--- config.mk ---
export PLATFORM = sky130hd
export DESIGN_NAME = add_mod_pipe
export DESIGN_NICKNAME = d
export VERILOG_FILES = /design/src/rtl/add_mod_pipe.sv
export SDC_FILE = /design/constraint.sdc
export NUM_CORES = 1
export LEC_CHECK = 0
export CAP_MARGIN = 10
export CORE_MARGIN = 4
export CORE_UTILIZATION = 50
export CTS_BUF_LIST = sky130_fd_sc_hd__clkbuf_8
export DETAILED_ROUTE_END_ITERATION = 12
export DONT_BUFFER_PORTS = 1
export GPL_ROUTABILITY_DRIVEN = 0
export MAX_ROUTING_LAYER = met4
export SYNTH_ARGS = -nofsm -noshare
export SYNTH_HDL_FRONTEND = slang
export SYNTH_SLANG_ARGS = --single-unit
--- constraint.sdc ---
create_clock -name clk -period 4.1 [get_ports clk]
set_clock_uncertainty 0.15 [all_clocks]
set_input_delay 0.41 -clock clk [delete_from_list [all_inputs] [get_ports clk]]
set_output_delay 0.41 -clock clk [all_outputs]
set_load 0.02 [all_outputs]
--- src/rtl/add_mod_pipe.sv ---
// Two-stage streaming modular adder: out = (a + b) mod Q with valid/ready flow control
// and an end-of-polynomial marker on every LEN-th result.
module add_mod_pipe #(
   parameter int unsigned W   = 24,
   parameter int unsigned Q   = 12587009,
   parameter int unsigned LEN = 821
) (
   input  logic         clk,
   input  logic         rst_n,
   input  logic         in_valid,
   output logic         in_ready,
   input  logic [W-1:0] a,
   input  logic [W-1:0] b,
   output logic         out_valid,
   input  logic         out_ready,
   output logic [W-1:0] out_data,
   output logic         out_last
);

   localparam int unsigned  CW       = (LEN > 1) ? $clog2(LEN) : 1;
   localparam logic [W+1:0] QExt     = (W + 2)'(Q);
   localparam logic [CW-1:0] LastBeat = CW'(LEN - 1);

   logic          adv1, adv2;
   logic          v1_q, v2_q;
   logic [W:0]    sum1_q, sum1_d;
   logic [W-1:0]  r2_q, r2_d;
   logic [CW-1:0] cnt_q, cnt_d;
   logic [W+1:0]  diff;
   logic          unused_diff_bit;

   always_comb begin
      adv2     = !v2_q || out_ready;
      adv1     = !v1_q || adv2;
      in_ready = adv1;

      sum1_d = {1'b0, a} + {1'b0, b};

      // Sign bit of the W+2-bit difference selects between sum and sum - Q.
      diff = {1'b0, sum1_q} - QExt;
      r2_d = diff[W+1] ? sum1_q[W-1:0] : diff[W-1:0];

      cnt_d = cnt_q;
      if (v2_q && out_ready) begin
         cnt_d = (cnt_q == LastBeat) ? '0 : cnt_q + 1'b1;
      end
   end

   assign unused_diff_bit = diff[W];

   always_ff @(posedge clk or negedge rst_n) begin
      if (!rst_n) begin
         v1_q   <= 1'b0;
         v2_q   <= 1'b0;
         sum1_q <= '0;
         r2_q   <= '0;
         cnt_q  <= '0;
      end else begin
         if (adv1) begin
            v1_q   <= in_valid;
            sum1_q <= sum1_d;
         end
         if (adv2) begin
            v2_q <= v1_q;
            r2_q <= r2_d;
         end
         cnt_q <= cnt_d;
      end
   end

   assign out_valid = v2_q;
   assign out_data  = r2_q;
   assign out_last  = v2_q && (cnt_q == LastBeat);

endmodule

==> results of run 1 <==
-- metrics by stage --
| stage | utilization (%) | setup slack [ns] | cells | total power, W |
|---|---|---|---|---|
| final | 56.1 | 1.20 | 592 | 0.00224 |
| after global routing | 56.1 | 1.01 | 592 | 0.00240 |
| after CTS | 56.1 | 1.18 | 592 | 0.00226 |
| after detailed placement | 52.7 | 1.05 | 574 | 0.00161 |
| after global placement | 52.7 | 1.14 | 574 | 0.00159 |
| after floorplan | - | 1.32 | 485 | 0.00146 |
-- flip-flops by register name, indices dropped and copies added, names as in the netlist --
register / flops
sum1_q: 25
out_data: 24
cnt_q: 10
out_valid: 1
v1_q: 1
-- worst reg2reg max path, cell delays in order (launching register included) --
cell and delay [ns]:
dfrtp_1 0.41, or4_4 0.59, or3_4 0.43, nand2_1 0.55, nand2_1 0.21, mux2i_1 0.17, mux2_2 0.27
-- path summary, 6_finish.rpt --
check,slack (ns),from,depth (start not counted),end
max in group asynchronous,3.09,rst_n,2,sum1_q[16]$_DFFE_PN0P_
setup reg to reg,1.20,sum1_q[5]$_DFFE_PN0P_,6,out_data[1]$_DFFE_PN0P_
setup / recovery,1.20,sum1_q[5]$_DFFE_PN0P_,6,out_data[1]$_DFFE_PN0P_
hold / removal,0.04,in_valid,1,v1_q$_DFFE_PN0P_
min in group asynchronous,0.47,rst_n,2,out_data[7]$_DFFE_PN0P_
hold reg to reg,0.33,v1_q$_DFFE_PN0P_,1,out_valid$_DFFE_PN0P_
-- metal layers --
layer	vias to the layer above	global-route usage, %	wire [µm]
met5	-	-	0
met2	79	29.5	4000
li1	1778	-	-
met4	0	5.60	93
met3	7	2.78	363
met1	1588	29.1	4860
-- placed cells by master, fill, tap and decap left out, drive strengths merged, types with 4 or more instances in the layout --
cell and n:
dfrtp 61, nand2 56, a21oi 49, o21ai 42, xnor2 32, nor2 30, ha 27, nand3 16
a211oi 13, clkbuf 13, or3 13, nor3 12, xor2 10, a21o 8, inv 7, nand4 7
o21a 7, nand2b 6, a2111oi 6, and3 5, buf 5, and2 4, nor4 4, or4 4
-- area by class of cell --
| class | instances | share of cell area, % |
|---|---|---|
| inverters | 7 | 0.570 |
| flip-flops and latches | 61 | 33.1 |
| multi-input cells | 397 | 56.7 |
| repair buffers | 6 | 1.47 |
| clock buffers | 13 | 3.88 |
| clock inverters | 3 | 1.41 |
| well taps | 105 | 2.85 |
-- kinds of logic after synthesis --
kind of cell,count (synthesis),synth area share (%)
simple gates,173,20.6
compound gates,151,22.9
flops,61,36.0
xor+xnor,42,8.68
fa+ha+maj,28,8.44
buf+inv,27,2.60
mux,3,0.738
-- report_power, final --
group	internal, W	switching [W]
Combinational	0.000264	0.000327
Sequential	0.000758	0.000266
Clock	0.000408	0.000218
==> summary.md, run 1 <==
| Metric | Value |
|---|---|
| Gr ovfl total | `0` |
| Initial DRC count | `95` |
| CP max stage delay | `0.58 ns` |
| Die Area | `10,000 µm²` |
| RSZ-0062 raised after global routing | `false` |
| Area grow syn2layout | `8.68%` |
| Critical setup path kind | `reg -> reg` |
| Clk Latency, worst-skew pair | `approximately 0.33 ns` |
| Synth area leaders | `dfrtp_1 36%, ha_1 8.0%, xnor2_1 6.6%` |
| IO Pins | `just under 80` |
| Worst path top cell family by delay | `simple AND/OR/NAND/NOR gates` |
| Vias in the first global route | `3,405` |
| Final hold vios | `0` |
| Final Instance Area | `4610 µm²` |
| PortBufs | `0` |
| Critical path's most frequent cell | `nand2_1` |
| Post-DP HPWL | `around 7200 µm` |
| Most frequent cells after synthesis | `61 x dfrtp_1, 56 x nand2_1, 49 x a21oi_1` |
| Routed vias | `between 3,000 and 4,000` |
| Worst-path maximum fanout | `20` |
| Worst Setup Start Kind | `register` |
| Synth area leader | `dfrtp_1` |
| Sequential share of the synthesized area | `36.0%` |
| Minimum clock period after layout | `a little under 3 ns` |
| Die Span Y | `100 µm` |
| Peak Freq | `between 300 and 400 MHz` |
| Register area | `~1500 µm²` |
| Layout cell share with drive strength beyond 1 | `roughly 8.0%` |
| Rel. slew slack | `a little under half` |
| Setup TNS after final layout | `0 ns` |
| Final Slew Violations | `0` |
| Inserted Diodes | `0` |
| Num rows | `33` |
| Max-cap violation count | `0` |
| Final setup violation count | `0` |
| Placed inst area | `around 4300 µm²` |
| Leak pwr | `~1.8 nW` |
| Worst min path class | `in -> reg` |
| Residual DRC | `0` |
| H-Tree Depth | `3` |
| Horiz. Die Dim | `between 100 and 150 µm` |
| CTS root buffer | `clkbuf_8` |
| Top-count cell post-synth | `dfrtp_1` |
| Pin count of the biggest net entering global routing | `62` |
| Multi-input gate area | `~2600 µm²` |
| Worst path slowest cell | `or4_4` |
| WP buf/inv | `0` |
| Core Region | `8220 µm²` |
| PD cells | `~490 nW/µm²` |
| Crit path required time | `about 4.2 ns` |
| WL final | `around 9300 µm` |
| Syn_area_per_cell | `roughly 8.7 µm²` |
| Final net count | `roughly 560` |
| WL/cell | `roughly 16 µm` |
| Initial core utilization | `51.6%` |
| EDFF count, synth | `0` |
| Vias per cell | `roughly 5.8` |
| Hold Buf Count CTS | `2` |
| Post-synth ARST share | `100%` |
| Setup Fix Bufs, Post-CTS | `0` |
| Post-synthesis cell count | `between 400 and 500` |
| WHS | `between 0.04 and 0.05 ns` |
| Worst-path cell chain | `or4_4 > or3_4 > nand2_1 > nand2_1 > mux2i_1 > mux2_2` |
| Top_reg_cell synth | `dfrtp_1` |
| Top cell type's share of synthesized area | `around 36%` |
| CTS sink count | `61` |
| Layout fillers | `746` |
| ANT nets after route | `0` |
| Initial antenna violation count | `0` |
| Worst endpoint data arrival time | `2.96 ns` |
| DR pass1 iterations | `4` |
| Global-route wire length before repair | `16,200 µm` |
| Post-synthesis register bit count | `between 60 and 70` |
| Clock Path Buffers | `2` |
| CP endpoint kind | `register` |
| Post-Syn Area | `~4200 µm²` |
| Status | `finished clean` |
| Final cycle utilization of the critical path | `slightly above 70%` |
| Syn nets | `between 500 and 600` |
| Tot GR Track Use | `20.1%` |
| Synth warn | `0` |
| Worst-Margin Slew | `between 0.8 and 0.9 ns` |
| Library cells used by synthesis | `60` |
| CTS resizes | `0` |
| Clock-pin slew on the worst setup and hold paths | `0.06 ns` |
| Worst VDD drop | `between 0.15 and 0.2 mV` |
| TritonCTS clock tree | `done` |
| Inserted Clock Buffers | `9` |
(Power assumes the default switching activity.)
==> inputs of run 2 (changes only) <==
--- a/config.mk
+++ b/config.mk
@@ -13,6 +13,7 @@
 export DONT_BUFFER_PORTS = 1
 export GPL_ROUTABILITY_DRIVEN = 0
 export MAX_ROUTING_LAYER = met4
+export PLACE_DENSITY = 0.68
 export SYNTH_ARGS = -nofsm -noshare
 export SYNTH_HDL_FRONTEND = slang
 export SYNTH_SLANG_ARGS = --single-unit
==> constraint.sdc (replaced) <==
create_clock -name clk -period 2.4 [get_ports clk]
set_clock_uncertainty 0.15 [all_clocks]
set_input_delay 0.24 -clock clk [delete_from_list [all_inputs] [get_ports clk]]
set_output_delay 0.24 -clock clk [all_outputs]
set_load 0.02 [all_outputs]
==> summary.md, run 2 (synthesis gave the netlist of run 1 again) <==
| Metric | Value |
|---|---|
| Max FFs per register | `25` |
| Worst-path maximum fanout | `6` |
| Hold depth | `2` |
| Layout cell share with drive strength beyond 1 | `between 10% and 20%` |
| ANT nets after route | `0` |
| Inserted Clock Buffers | `9` |
| PD cells | `740 nW/µm²` |
| Die Span Y | `approximately 100 µm` |
| Clk Latency, worst-skew pair | `roughly 0.33 ns` |
| Multi-input gate area | `2710 µm²` |
| Worst R2R End | `out_data[17]$_DFFE_PN0P_` |
| Residual DRC | `0` |
| Max-cap violation count | `0` |
| Worst endpoint data arrival time | `roughly 2.4 ns` |
| Core Region | `~8000 µm²` |
| Initial core utilization | `51.6%` |
| Post-DP HPWL | `approximately 7700 µm` |
| Hold Path End | `cnt_q[0]$_DFFE_PN0P_` |
| DR pass1 iterations | `4` |
| Most frequent cells in the layout | `61 x dfrtp_1, 55 x nand2_1, 50 x buf_4, 49 x a21oi_1, 39 x o21ai_0` |
| Most common cell after layout, fill and taps aside | `dfrtp_1` |
| Comb pwr share | `between 30% and 40%` |
| Final net count | `between 600 and 700` |
| CP startpoint | `sum1_q[5]$_DFFE_PN0P_` |
| Initial DRC count | `135` |
| CP endpoint kind | `register` |
| Final Instance Area | `5000 µm²` |
| CTS root buffer | `clkbuf_8` |
| Worst min path class | `in -> reg` |
| Clock Path Buffers | `2` |
| Most flop-heavy register | `sum1_q` |
| Setup Fix Bufs, Post-CTS | `0` |
| Pin count of the biggest net entering global routing | `62` |
| Horiz. Die Dim | `100 µm` |
| Vias in the first global route | `about 3,600` |
| P_sw | `~0.0015 W` |
| Worst Setup Start Kind | `register` |
| Peak Freq | `around 430 MHz` |
| R2R Setup Slk | `about 0.049 ns` |
| Clock-pin slew on the worst setup and hold paths | `about 0.060 ns` |
| Die Area | `between 10,000 and 15,000 µm²` |
| Vias per cell | `approximately 5.8` |
| IO Pins | `slightly below 80` |
| WL final | `a little under 10,000 µm` |
| Setup TNS after final layout | `0 ns` |
| Area grow syn2layout | `17.9%` |
| Register area | `1530 µm²` |
| Inserted Diodes | `0` |
| PortBufs | `0` |
| Worst-Margin Slew | `0.591 ns` |
| RSZ-0062 raised after global routing | `true` |
| Num rows | `33` |
| Tot GR Track Use | `between 20% and 30%` |
| Leak pwr | `about 2.1 nW` |
| Final Slew Violations | `0` |
| Net Sw Frac | `between 30% and 40%` |
| Worst VDD drop | `0.302 mV` |
| Status | `finished clean` |
| WL/cell | `around 15 µm` |
| H-Tree Depth | `3` |
| Reg2Reg Depth | `6` |
| Hold_sp | `out_ready` |
| Minimum clock period after layout | `between 2 and 2.5 ns` |
| Layout fillers | `between 700 and 800` |
| Crit path required time | `2.45 ns` |
| Part of the power in registers | `between 40 and 50%` |
| Global-route wire length before repair | `approximately 17,000 µm` |
| Final core utilization | `roughly three fifths` |
| Initial antenna violation count | `0` |
| Pint | `between 0.002 and 0.0025 W` |
| FF-to-FF Start | `sum1_q[5]$_DFFE_PN0P_` |
| CTS sink count | `61` |
| Gr ovfl total | `0` |
| Final hold vios | `0` |
| Final cycle utilization of the critical path | `between 90% and 100%` |
| Routed vias | `3,695` |
| Placed inst area | `roughly 4700 µm²` |
| Clock share of power | `19.2%` |
| Rel. slew slack | `between 60% and 70%` |
| Final setup violation count | `0` |
| Critical setup path kind | `reg -> reg` |
| TritonCTS clock tree | `done` |
## run 2: changes by cell type in the layout (fill, tap and decap cells not counted), moves of 2 or more
cell,previous run,this run
buf_4,4,50
inv_1,7,12
clkbuf_8,13,9
a2111oi_4,1,4
a211oi_1,13,10
a211oi_2,0,3
dlygate4sd3_1,1,4
a2111oi_2,3,1
bufinv_16,2,0
## run 2: layout make-up
type / count / share of cell area (%)
multi-input cells: 397 / 54.2
flip-flops and latches: 61 / 30.5
repair buffers: 56 / 9.09
well taps: 105 / 2.63
clock buffers: 9 / 2.48
clock inverters: 7 / 0.576
inverters: 7 / 0.526
## run 2: worst max-delay path, stage by stage, from the launching register on
cell and delay, ns:
dfrtp_1 0.37, or4_4 0.55, or3_4 0.40, o21a_4 0.24, a211oi_1 0.26, xnor2_1 0.15, o21ai_0 0.09
## run 2: worst max path at each step
stage	cells after the start	endpoint	slack [ns]
2_1_floorplan	6	out_data[15]$_DFFE_PN0P_	0.003
3_3_place_gp	8	sum1_q[24]$_DFFE_PN0P_	-0.07
3_5_place_dp	8	sum1_q[24]$_DFFE_PN0P_	-0.10
4_1_cts	7	out_data[18]$_DFFE_PN0P_	0.01
5_1_grt	6	out_data[17]$_DFFE_PN0P_	-0.02
6_report	6	out_data[17]$_DFFE_PN0P_	0.05
## run 2: per-layer routing
metal	up-vias	GRT usage (%)	wire (µm)
met5	-	-	0
met4	0	7.05	138
met3	10	3.41	410
met2	86	31.6	4550
met1	1725	29.6	4790
li1	1874	-	-
## run 2: power groups by stage
stage	clock network [W]	logic [W]	registers, W
after floorplan	0	0.000835	0.00167
after detailed placement	0	0.00123	0.00171
after global routing	0.000779	0.00146	0.00173
after CTS	0.000725	0.00128	0.00169
after global placement	0	0.00119	0.00169
final	0.000709	0.00130	0.00169
## run 2: through the flow
step                hold slack (ns)  setup WS, ns  power (W)  cells
global route                 0.0134       -0.0245    0.00396    642
CTS                         0.00521        0.0120    0.00369    642
global placement             -0.203       -0.0661    0.00288    621
detailed placement           -0.203        -0.105    0.00293    621
finish                      0.00952        0.0486    0.00370    642
floorplan                    -0.206       0.00350    0.00250    485
## run 2: timing repair
action	CTS	global route
gates resized for setup	2	10
pin swaps	3	5
endpoints found under the setup margin	4	21
hold buffers	5	0
hold endpoints to repair	64	0
